## config.mk

```make
export PLATFORM = sky130hd
export DESIGN_NAME = fsk_iq_tx_flat
export DESIGN_NICKNAME = d
export VERILOG_FILES = /design/src/rtl/fsk_tx_pkg.sv /design/src/rtl/fsk_iq_tx_if.sv /design/src/rtl/iq_sincos_lut.sv /design/src/rtl/fsk_iq_tx.sv /design/src/flat_wrapper.sv
export SDC_FILE = /design/constraint.sdc
export NUM_CORES = 1
export LEC_CHECK = 0
export CORE_MARGIN = 2
export CORE_UTILIZATION = 39
export CTS_BUF_LIST = sky130_fd_sc_hd__clkbuf_4
export DETAILED_ROUTE_END_ITERATION = 10
export GPL_ROUTABILITY_DRIVEN = 0
export PLACE_DENSITY = 0.69
export SETUP_SLACK_MARGIN = 0.05
export SYNTH_ARGS = -nofsm -noshare
export SYNTH_HDL_FRONTEND = slang
export SYNTH_SLANG_ARGS = --single-unit
export TNS_END_PERCENT = 100
```

## constraint.sdc

```tcl
create_clock -name clk -period 5.25 [get_ports clk]
set_input_delay 1.3125 -clock clk [delete_from_list [all_inputs] [get_ports clk]]
set_output_delay 1.3125 -clock clk [all_outputs]
set_load 0.01 [all_outputs]
```

## src/rtl/fsk_tx_pkg.sv

```systemverilog
// Shared types, mode encodings and frequency/timing helpers for the FSK I/Q transmitter.
// Increments are in units of clk/256 (62.5 kHz at 16 MHz).
package fsk_tx_pkg;
   localparam int SPS_BLE = 16;
   localparam int SPS_154 = 8;

   typedef logic [1:0] mode_t;
   localparam mode_t MODE_BLE_2M25 = 2'd0;
   localparam mode_t MODE_154      = 2'd1;
   localparam mode_t MODE_BLE_1M75 = 2'd2;
   localparam mode_t MODE_BLE_1M25 = 2'd3;

   typedef enum logic {IDLE = 1'b0, SEND = 1'b1} state_t;

   function automatic logic [7:0] tone_inc(input mode_t mode, input logic bit_v);
      logic [7:0] inc;
      case (mode)
         MODE_BLE_2M25: inc = bit_v ? 8'd40 : 8'd32;
         MODE_154:      inc = bit_v ? 8'd48 : 8'd32;
         MODE_BLE_1M75: inc = bit_v ? 8'd32 : 8'd24;
         default:       inc = bit_v ? 8'd24 : 8'd16;
      endcase
      return inc;
   endfunction

   // Last sample-counter value of a symbol.
   function automatic logic [3:0] sps_last(input mode_t mode);
      return (mode == MODE_154) ? 4'(SPS_154 - 1) : 4'(SPS_BLE - 1);
   endfunction
endpackage

```

## src/rtl/fsk_iq_tx_if.sv

```systemverilog
// Byte-stream input handshake plus modulated I/Q sample output of the FSK transmitter.
interface fsk_iq_tx_if;
   logic [1:0]        select;
   logic [7:0]        data_in;
   logic              data_valid;
   logic              data_last;
   logic              data_ready;
   logic signed [3:0] I_out;
   logic signed [3:0] Q_out;
   logic              iq_valid;
   logic              bit_strobe;
   logic              tx_bit;
   logic              underrun;

   modport master (
      output select, data_in, data_valid, data_last,
      input  data_ready, I_out, Q_out, iq_valid, bit_strobe, tx_bit, underrun
   );
   modport slave (
      input  select, data_in, data_valid, data_last,
      output data_ready, I_out, Q_out, iq_valid, bit_strobe, tx_bit, underrun
   );
endinterface

```

## src/rtl/iq_sincos_lut.sv

```systemverilog
// 32-point sin/cos table, amplitude AMP, rounded to nearest; purely combinational.
// Quarter-wave magnitudes are stored as Q15 sin values and scaled by AMP.
module iq_sincos_lut #(
   parameter int AMP = 7
) (
   input  logic [4:0]        idx,
   output logic signed [3:0] sin_out,
   output logic signed [3:0] cos_out
);
   function automatic logic signed [3:0] mag(input logic [3:0] r);
      int s;
      case (r)
         4'd0:    s = 0;
         4'd1:    s = 6393;
         4'd2:    s = 12540;
         4'd3:    s = 18205;
         4'd4:    s = 23170;
         4'd5:    s = 27246;
         4'd6:    s = 30274;
         4'd7:    s = 32138;
         default: s = 32768;
      endcase
      return 4'((AMP * s + 16384) >>> 15);
   endfunction

   function automatic logic signed [3:0] sin5(input logic [4:0] k);
      logic [3:0]        r;
      logic signed [3:0] m;
      r = k[3] ? (4'd8 - {1'b0, k[2:0]}) : {1'b0, k[2:0]};
      m = mag(r);
      return k[4] ? -m : m;
   endfunction

   always_comb begin
      sin_out = sin5(idx);
      cos_out = sin5(idx + 5'd8);
   end
endmodule

```

## src/rtl/fsk_iq_tx.sv

```systemverilog
// Byte serializer + continuous-phase FSK modulator, one 4-bit I/Q sample per clk.
// First sample one edge after byte accept; data_ready only in IDLE and on a non-last byte's final sample.
module fsk_iq_tx
   import fsk_tx_pkg::*;
#(
   parameter int PHASE_W = 8,
   parameter int AMP     = 7
) (
   input logic        clk,
   input logic        rst,
   fsk_iq_tx_if.slave bus
);
   state_t                 state, state_nxt;
   logic [7:0]             byte_q, byte_n;
   logic                   last_q;
   mode_t                  mode_q, mode_n;
   logic [PHASE_W-1:0]     phase;
   logic [3:0]             cnt, cnt_n;
   logic [2:0]             bit_idx, bit_n;
   logic                   boundary, accept, tx_n, ready_nxt, underrun_c;
   logic signed [3:0]      lut_sin, lut_cos, i_q, q_q;
   logic                   iq_vld_q, strobe_q, tx_bit_q, ready_q;

   iq_sincos_lut #(.AMP(AMP)) u_lut (
      .idx     (phase[PHASE_W-1 -: 5]),
      .sin_out (lut_sin),
      .cos_out (lut_cos)
   );

   assign boundary = (state == SEND) && (bit_idx == 3'd7) && (cnt == sps_last(mode_q));
   assign accept   = bus.data_valid && ready_q;

   always_ff @(posedge clk or negedge rst) begin
      if (!rst) state <= IDLE;
      else      state <= state_nxt;
   end

   always_comb begin
      state_nxt = state;
      case (state)
         IDLE:    if (accept) state_nxt = SEND;
         SEND:    if (boundary && !accept) state_nxt = IDLE;
         default: state_nxt = IDLE;
      endcase
   end

   always_comb begin
      mode_n = (state == IDLE) ? bus.select : mode_q;
      byte_n = byte_q;
      cnt_n  = cnt + 4'd1;
      bit_n  = bit_idx;
      if (accept) begin
         byte_n = bus.data_in;
         cnt_n  = 4'd0;
         bit_n  = 3'd0;
      end else if (cnt == sps_last(mode_q)) begin
         cnt_n = 4'd0;
         bit_n = bit_idx + 3'd1;
      end
      tx_n       = byte_n[bit_n];
      underrun_c = boundary && !last_q && !bus.data_valid;
      // Ready is registered, so raise it on the edge that enters the final sample.
      ready_nxt  = (state_nxt == IDLE) ||
                   (!accept && !last_q && bit_n == 3'd7 && cnt_n == sps_last(mode_q));
   end

   always_ff @(posedge clk or negedge rst) begin
      if (!rst) begin
         byte_q   <= '0;
         last_q   <= 1'b0;
         mode_q   <= MODE_BLE_2M25;
         phase    <= '0;
         cnt      <= '0;
         bit_idx  <= '0;
         i_q      <= '0;
         q_q      <= '0;
         iq_vld_q <= 1'b0;
         strobe_q <= 1'b0;
         tx_bit_q <= 1'b0;
         ready_q  <= 1'b0;
      end else begin
         ready_q <= ready_nxt;
         if (state_nxt == SEND) begin
            if (accept) begin
               last_q <= bus.data_last;
               mode_q <= mode_n;
            end
            byte_q   <= byte_n;
            cnt      <= cnt_n;
            bit_idx  <= bit_n;
            i_q      <= lut_cos;
            q_q      <= lut_sin;
            iq_vld_q <= 1'b1;
            strobe_q <= (cnt_n == 4'd0);
            tx_bit_q <= tx_n;
            phase    <= phase + (PHASE_W'(tone_inc(mode_n, tx_n)) << (PHASE_W - 8));
         end else begin
            phase    <= '0;
            cnt      <= '0;
            bit_idx  <= '0;
            i_q      <= '0;
            q_q      <= '0;
            iq_vld_q <= 1'b0;
            strobe_q <= 1'b0;
            tx_bit_q <= 1'b0;
         end
      end
   end

   assign bus.data_ready = ready_q;
   assign bus.I_out      = i_q;
   assign bus.Q_out      = q_q;
   assign bus.iq_valid   = iq_vld_q;
   assign bus.bit_strobe = strobe_q;
   assign bus.tx_bit     = tx_bit_q;
   assign bus.underrun   = underrun_c;
endmodule

```

## src/flat_wrapper.sv

```systemverilog
// flat-port wrapper written by rule: the top's interface ports become plain ports
module fsk_iq_tx_flat import fsk_tx_pkg::*;
#(
   parameter int PHASE_W = 8,
   parameter int AMP     = 7
)
  (clk, rst, bus_select, bus_data_in, bus_data_valid, bus_data_last, bus_data_ready, bus_I_out, bus_Q_out, bus_iq_valid, bus_bit_strobe, bus_tx_bit, bus_underrun);
  fsk_iq_tx_if bus_i ();
  input logic clk;
  input logic rst;
  input wire logic [$bits(bus_i.select)-1:0] bus_select;
  input wire logic [$bits(bus_i.data_in)-1:0] bus_data_in;
  input wire logic [$bits(bus_i.data_valid)-1:0] bus_data_valid;
  input wire logic [$bits(bus_i.data_last)-1:0] bus_data_last;
  output wire logic [$bits(bus_i.data_ready)-1:0] bus_data_ready;
  output wire logic [$bits(bus_i.I_out)-1:0] bus_I_out;
  output wire logic [$bits(bus_i.Q_out)-1:0] bus_Q_out;
  output wire logic [$bits(bus_i.iq_valid)-1:0] bus_iq_valid;
  output wire logic [$bits(bus_i.bit_strobe)-1:0] bus_bit_strobe;
  output wire logic [$bits(bus_i.tx_bit)-1:0] bus_tx_bit;
  output wire logic [$bits(bus_i.underrun)-1:0] bus_underrun;
  assign bus_i.select = bus_select;
  assign bus_i.data_in = bus_data_in;
  assign bus_i.data_valid = bus_data_valid;
  assign bus_i.data_last = bus_data_last;
  assign bus_data_ready = bus_i.data_ready;
  assign bus_I_out = bus_i.I_out;
  assign bus_Q_out = bus_i.Q_out;
  assign bus_iq_valid = bus_i.iq_valid;
  assign bus_bit_strobe = bus_i.bit_strobe;
  assign bus_tx_bit = bus_i.tx_bit;
  assign bus_underrun = bus_i.underrun;
  fsk_iq_tx #(.PHASE_W(PHASE_W), .AMP(AMP)) u_core (.clk(clk), .rst(rst), .bus(bus_i));
endmodule
```

# --- Word level (Yosys, flattened, before mapping) ---
# Memories as Yosys holds them, arrays and structs flattened.
# Index checks and enable logic that the tools add are counted.
classes:
  addsub: 10
  multipliers: 2
  n_lt_le_gt_ge: 1
  eq_ne: 7
  muxes: 32
  n_bitwise: 2
  reduce_logical: 16
op_table:
  columns: ["op", "n"]
  rows:
  - ["$mul 4x32->19 const A", 2]
  - ["$mux 32", 2]
  - ["$mux 4", 12]
  - ["$add 19x16->19 const B", 2]
  - ["$mux 8", 3]
  - ["$pmux 8 s3", 1]
  - ["$logic_and 1x1->1", 9]
  - ["$mux 3", 3]
  - ["$add 8x8->8", 1]
  - ["$eq 4x4->1", 2]
  - ["$neg 4->4", 2]
  - ["$sub 4x3->4 const A", 2]
  - ["$eq 3x3->1 const B", 2]
  - ["$mux 1", 6]
  - ["$mux 6", 1]
  - ["$add 5x4->5 const B", 1]
  - ["$mux 5", 1]
  - ["$add 4x1->4 const B", 1]
  - ["$eq 2x1->1 const B", 2]
  - ["$logic_not 4->1", 1]
  - ["$lt 3x4->1 const B", 1]
  - ["$add 3x1->3 const B", 1]
  - ["$bmux 1 s3", 1]
  - ["$logic_not 1->1", 3]
  - ["7 further kinds", 8]
word_totals:
  regBits: 39
  rom_bits: 240
  input_bits: 14
  output_inout_bits: 13
  elab_cells: 85
  n_memories: 2
mem_list:
  columns: ["name", "words", "width", "rd", "rd_ports_with_merged_regs", "wr", "line_no", "text"]
  rows:
  - ["(name not given)", 8, 15, 1, 0, 0, "iq_sincos_lut.sv:12", "case (r)"]
  - ["(name not given)", 8, 15, 1, 0, 0, "iq_sincos_lut.sv:12", null]

# --- Logic depth before layout (Yosys ltp) ---
logic_depth:
  word_depth: 12
  mapped_depth: 28
  mapped_depth_nobuf: 27

# --- Hierarchy ---
# From an unflattened synthesis, not the netlist that was laid out.
unflattened:
  cells_unflattened: 556
  area_unflattened_um2: 4909.7
modules_own_cells:
  columns: ["mod", "n_inst", "cells_each", "area_per_inst_um2"]
  rows:
  - ["iq_sincos_lut", 1, 370, 3042.9]
  - ["fsk_iq_tx", 1, 186, 1866.8]

# --- Worst setup path after synthesis ---
# No wires, ideal clock.
synth_timing:
  path_type: "register to register"
  from: "reg u_core.phase[3]"
  to: "reg u_core.q_q[2], in the netlist u_core.bus.Q_out[2]"
  setup_time_ns: 0.132
  t_arrival_ns: 5.290
  required_ns: 5.118
  slack_ns: -0.172
  path_stages_with_launch: 29
  path_buffers: 1
  cell_sequence: "dfrtp_1 -> clkbuf_1 -> inv_1 -> ha_1 -> nand2_1 -> o21a_1 -> inv_1 -> ha_1 -> nand2_1 -> inv_1 -> nor2_1 -> a21oi_1 -> ha_1 -> inv_1 -> fa_1 -> inv_1 -> ha_1 -> ha_1 -> a21o_1 -> a21o_1 -> a221oi_1 -> o21bai_1 -> a21oi_1 -> xor2_1 -> ha_1 -> nand2b_1 -> xnor2_1 -> xnor2_1 -> nor2_1"
synth_between:
  elab_chain_len: 9
synth_rtl:
  columns: ["element", "line_no", "text"]
  rows:
  - ["start: declaration", "fsk_iq_tx.sv:17", "logic [PHASE_W-1:0] phase;"]
  - ["start signal: assignment", "fsk_iq_tx.sv:96", "phase <= phase + (PHASE_W'(tone_inc(mode_n, tx_n)) << (PHASE_W - 8));"]
  - ["$sub 4x3->4", "iq_sincos_lut.sv:29", "r = k[3] ? (4'd8 - {1'b0, k[2:0]}) : {1'b0, k[2:0]};"]
  - ["$mux 4 *", "iq_sincos_lut.sv:29", null]
  - ["$mem_v2 8x15", null, null]
  - ["$mux 32 *", "iq_sincos_lut.sv:12", null]
  - ["$mul 4x32->19 *", "iq_sincos_lut.sv:23", "return 4'((AMP * s + 16384) >>> 15);"]
  - ["$add 19x16->19 *", "iq_sincos_lut.sv:23", null]
  - ["$neg 4->4", "iq_sincos_lut.sv:31", "return k[4] ? -m : m;"]
  - ["$mux 4 *", "iq_sincos_lut.sv:31", null]
  - ["$mux 4 *", "fsk_iq_tx.sv:83", "if (state_nxt == SEND) begin"]
  - ["end signal: assignment", "fsk_iq_tx.sv:92", "q_q <= lut_sin;"]
  - ["end: declaration", "fsk_iq_tx.sv:21", "logic signed [3:0] lut_sin, lut_cos, i_q, q_q;"]
# Mark *: on every way between the ends. The rest lies on a longest branch, timed or not.
# A chain may end at the register's enable or synchronous reset.

# --- Worst setup path after layout ---
layout_timing:
  from: "reg u_core.phase[4]"
  to: "reg u_core.i_q[2], in the netlist u_core.bus.I_out[2]"
layout_between:
  elab_chain_len: 10
layout_rtl:
  columns: ["element", "line_no", "text"]
  rows:
  - ["$add 5x4->5 *", "iq_sincos_lut.sv:36", "cos_out = sin5(idx + 5'd8);"]
  - ["$sub 4x3->4", "iq_sincos_lut.sv:29", null]
  - ["$mux 4", "iq_sincos_lut.sv:29", null]
  - ["$mem_v2 8x15", null, null]
  - ["$mux 32", "iq_sincos_lut.sv:12", null]
  - ["$mul 4x32->19", "iq_sincos_lut.sv:23", null]
  - ["$add 19x16->19", "iq_sincos_lut.sv:23", null]
  - ["$neg 4->4", "iq_sincos_lut.sv:31", null]
  - ["$mux 4 *", "iq_sincos_lut.sv:31", null]
  - ["$mux 4 *", "fsk_iq_tx.sv:83", null]
  - ["end signal: assignment", "fsk_iq_tx.sv:91", "i_q <= lut_cos;"]
  - ["end: declaration", "fsk_iq_tx.sv:21", null]
# Marks and branches as above.

==> results_dict.tcl <==
set metrics [dict create \
    grt_pass1_vias 3634 \
    period_minus_slack_ns 4.94 \
    synth_edf_count 0 \
    ys.flop_type "dfrtp_1" \
    min_path_type "flip-flop to flip-flop" \
    drtPass1Iterations 4 \
    hpwl_um 7310 \
    port_buffers 26 \
    yosys_warnings 0 \
    required_ns 5.48 \
    drv_slew 0 \
    io_pins 27 \
    worstPathCellList "inv_2 -> ha_2 -> mux2_2 -> nor2_2 -> nand2_1 -> a21oi_2 -> ha_1 -> ha_1 -> xor2_1 -> ha_1 -> ha_1 -> a41o_1 -> a211oi_1 -> o221ai_1 -> a221oi_2 -> xnor2_2 -> ha_1 -> nor2_1 -> xor2_1 -> xnor2_1 -> nor2_1" \
    synth.largest_area_cell "ha_1" \
    syn_area_um2 4570 \
    cts_buffers 5 \
    synth-seq-cells 35 \
    die_y_um 112 \
    clock_path_buffers 2 \
    chipWidth_um 112 \
    routed_via_density 5.09 \
    ant_nets 0 \
    grt_pass1_wl_um 15800 \
    antennaDiodeCount 0 \
    synth_common_cells "106 x ha_1, 79 x inv_1, 50 x nand2_1" \
    rsz0062_at_grt "false" \
    slew_headroom_pct 68.5 \
    floorplan.initialDensity_pct 40.1 \
    cp-end-kind "flip-flop" \
    routed_wl_um 8830 \
    route.detailed.drc 0 \
    max_freq_mhz 203 \
    clock-sinks 35 \
    grt_max_degree 36 \
    syn_avg_cell_area_um2 8.88 \
    cts_tree "built" \
    dp_worst_setup_slack_ns 0.0368 \
    clkLatencyLatePin_ns 0.34 \
    arrival_ns 5.17 \
    holdWs_ns 0.486 \
    critPathLaunchType "flip-flop" \
    grt-ovfl-total 0 \
    initialDrtViolationCount 202 \
    syn2layout_area_growth_pct 16.0 \
    synth_top_cells_by_area "ha_1 29%, dfrtp_1 19%, fa_1 9.2%" \
    die_area_um2 12600 \
    worstPathMaxFanout 6 \
    antenna_found_initial 0 \
    yosysMostFrequentCell "ha_1" \
    rows 39 \
    fillCellCount 1107 \
    min_period_over_period_pct 94.0 \
    setup_viol 0 \
    async_reset_ff_share_pct 100 \
    tns_ns 0 \
    cts-htree-levels 2 \
    crit_type "flip-flop to flip-flop" \
    finalNetCount 697 \
    ys_types 55 \
    rrSetupSlack_ns 0.31 \
    maxCapViolations 0 \
    outcome "complete, no violations" \
    hold_viol 0 \
    syn_nets 656 \
    wl_per_cell_um 12.6 \
    grtUsageTotal_pct 14.7 \
    yosysTopAreaCellShare_pct 29.0 \
    drive_above_1_share_pct 12.1 \
    slowest_delay_ns 0.40 \
    crit_top_cell "ha_1" \
    syn_inst 515 \
    vias 3557 \
    clk_pin_slew_ns 0.11 \
    tightestPinTransition_ns 0.473 \
    cp_slowest_cell "dfrtp_1" \
    root_buffer "clkbuf_4" \
    core_area_um2 11400 \
    layout_setup_ws_ns 0.315 \
    synth_seq_area_share_pct 19.2 \
    fin_skew_ns 0.00736 \
]
[state kept, by name, summed over array words and instances (netlist names), 2 cells and up]
register and cells:
u_core.cnt 4, u_core.phase 5, u_core.byte_q 8, u_core.mode_q 2
u_core.bus.Q_out 4, u_core.bit_idx 3, u_core.bus.I_out 4
[logic make-up after synthesis]
family	share of synthesized area, %
compound gates	10.9
xor+xnor	5.94
fa+ha+maj	38.2
buf+inv	7.63
flops	19.2
mux	2.43
simple gates	15.8
[per-stage QoR]
stage	area (um2)	cells	utilization, %
after global placement	5090	688	44.6
after floorplan	4580	515	-
after CTS	5150	695	45.1
final	5310	699	46.5
after detailed placement	5090	688	44.6
after global routing	5310	699	46.5
[repair_timing]
item,CTS,global route
hold buffers,0,0
endpoints found under the setup margin,2,6
resized for setup,2,30
pin swaps,0,8
setup buffers,0,4
[layout make-up]
cell class                 instances  area (um2)  area share, %
multi-input combinational        387        3480           65.7
inverter                          80         300           5.66
timing repair buffer              47         418           7.88
sequential                        35         877           16.5
tap                              143         179           3.37
clock inverter                     2        8.76          0.165
clock buffer                       5        37.5          0.708
[layout by cell type (no fill, tap or decap), drive strengths merged, types with 6 or more instances in the layout]
master,synthesis,final
a21o,9,9
a21oi,19,19
and2,8,8
buf,1,21
clkdlybuf4s50,0,26
dfrtp,35,35
fa,21,21
ha,106,106
inv,80,80
mux2,7,7
nand2,50,50
nand2b,6,6
nand3,9,9
nor2,42,42
nor2b,9,9
o21ai,13,13
xnor2,17,17
xor2,14,14
[critical path: cells and delay by family, from the launching register on]
family          cells  cell delay, ns
compound gates      5            1.30
xor+xnor            4            0.60
fa+ha+maj           6            1.67
buf+inv             1            0.09
flops               1            0.40
mux                 1            0.32
simple gates        4            0.45
[per-layer routing]
metal  vias up  track usage [%]  part of all wire (%)  routed length [um]
met1      1691             17.9                    45                3960
met3        11             1.94                   2.9                 255
met2        46             27.6                    51                4540
met4         0             2.93                  0.96                  85
li1       1809                -                     -                   -
met5         -                0                     0                   0
[final timing paths]
path                                  start                  end  cells after the start
hold / removal             u_core.byte_q[0]     u_core.byte_q[0]                      2
setup reg to reg            u_core.phase[4]  u_core.bus.I_out[2]                     21
max in group asynchronous               rst      u_core.phase[6]                      2
setup / recovery            u_core.phase[4]  u_core.bus.I_out[2]                     21
min in group asynchronous               rst    u_core.bus.tx_bit                      2
hold reg to reg            u_core.byte_q[0]     u_core.byte_q[0]                      2
Power is not shown: default switching activity piles up to over one toggle a cycle in this logic, so the estimate is an artifact.
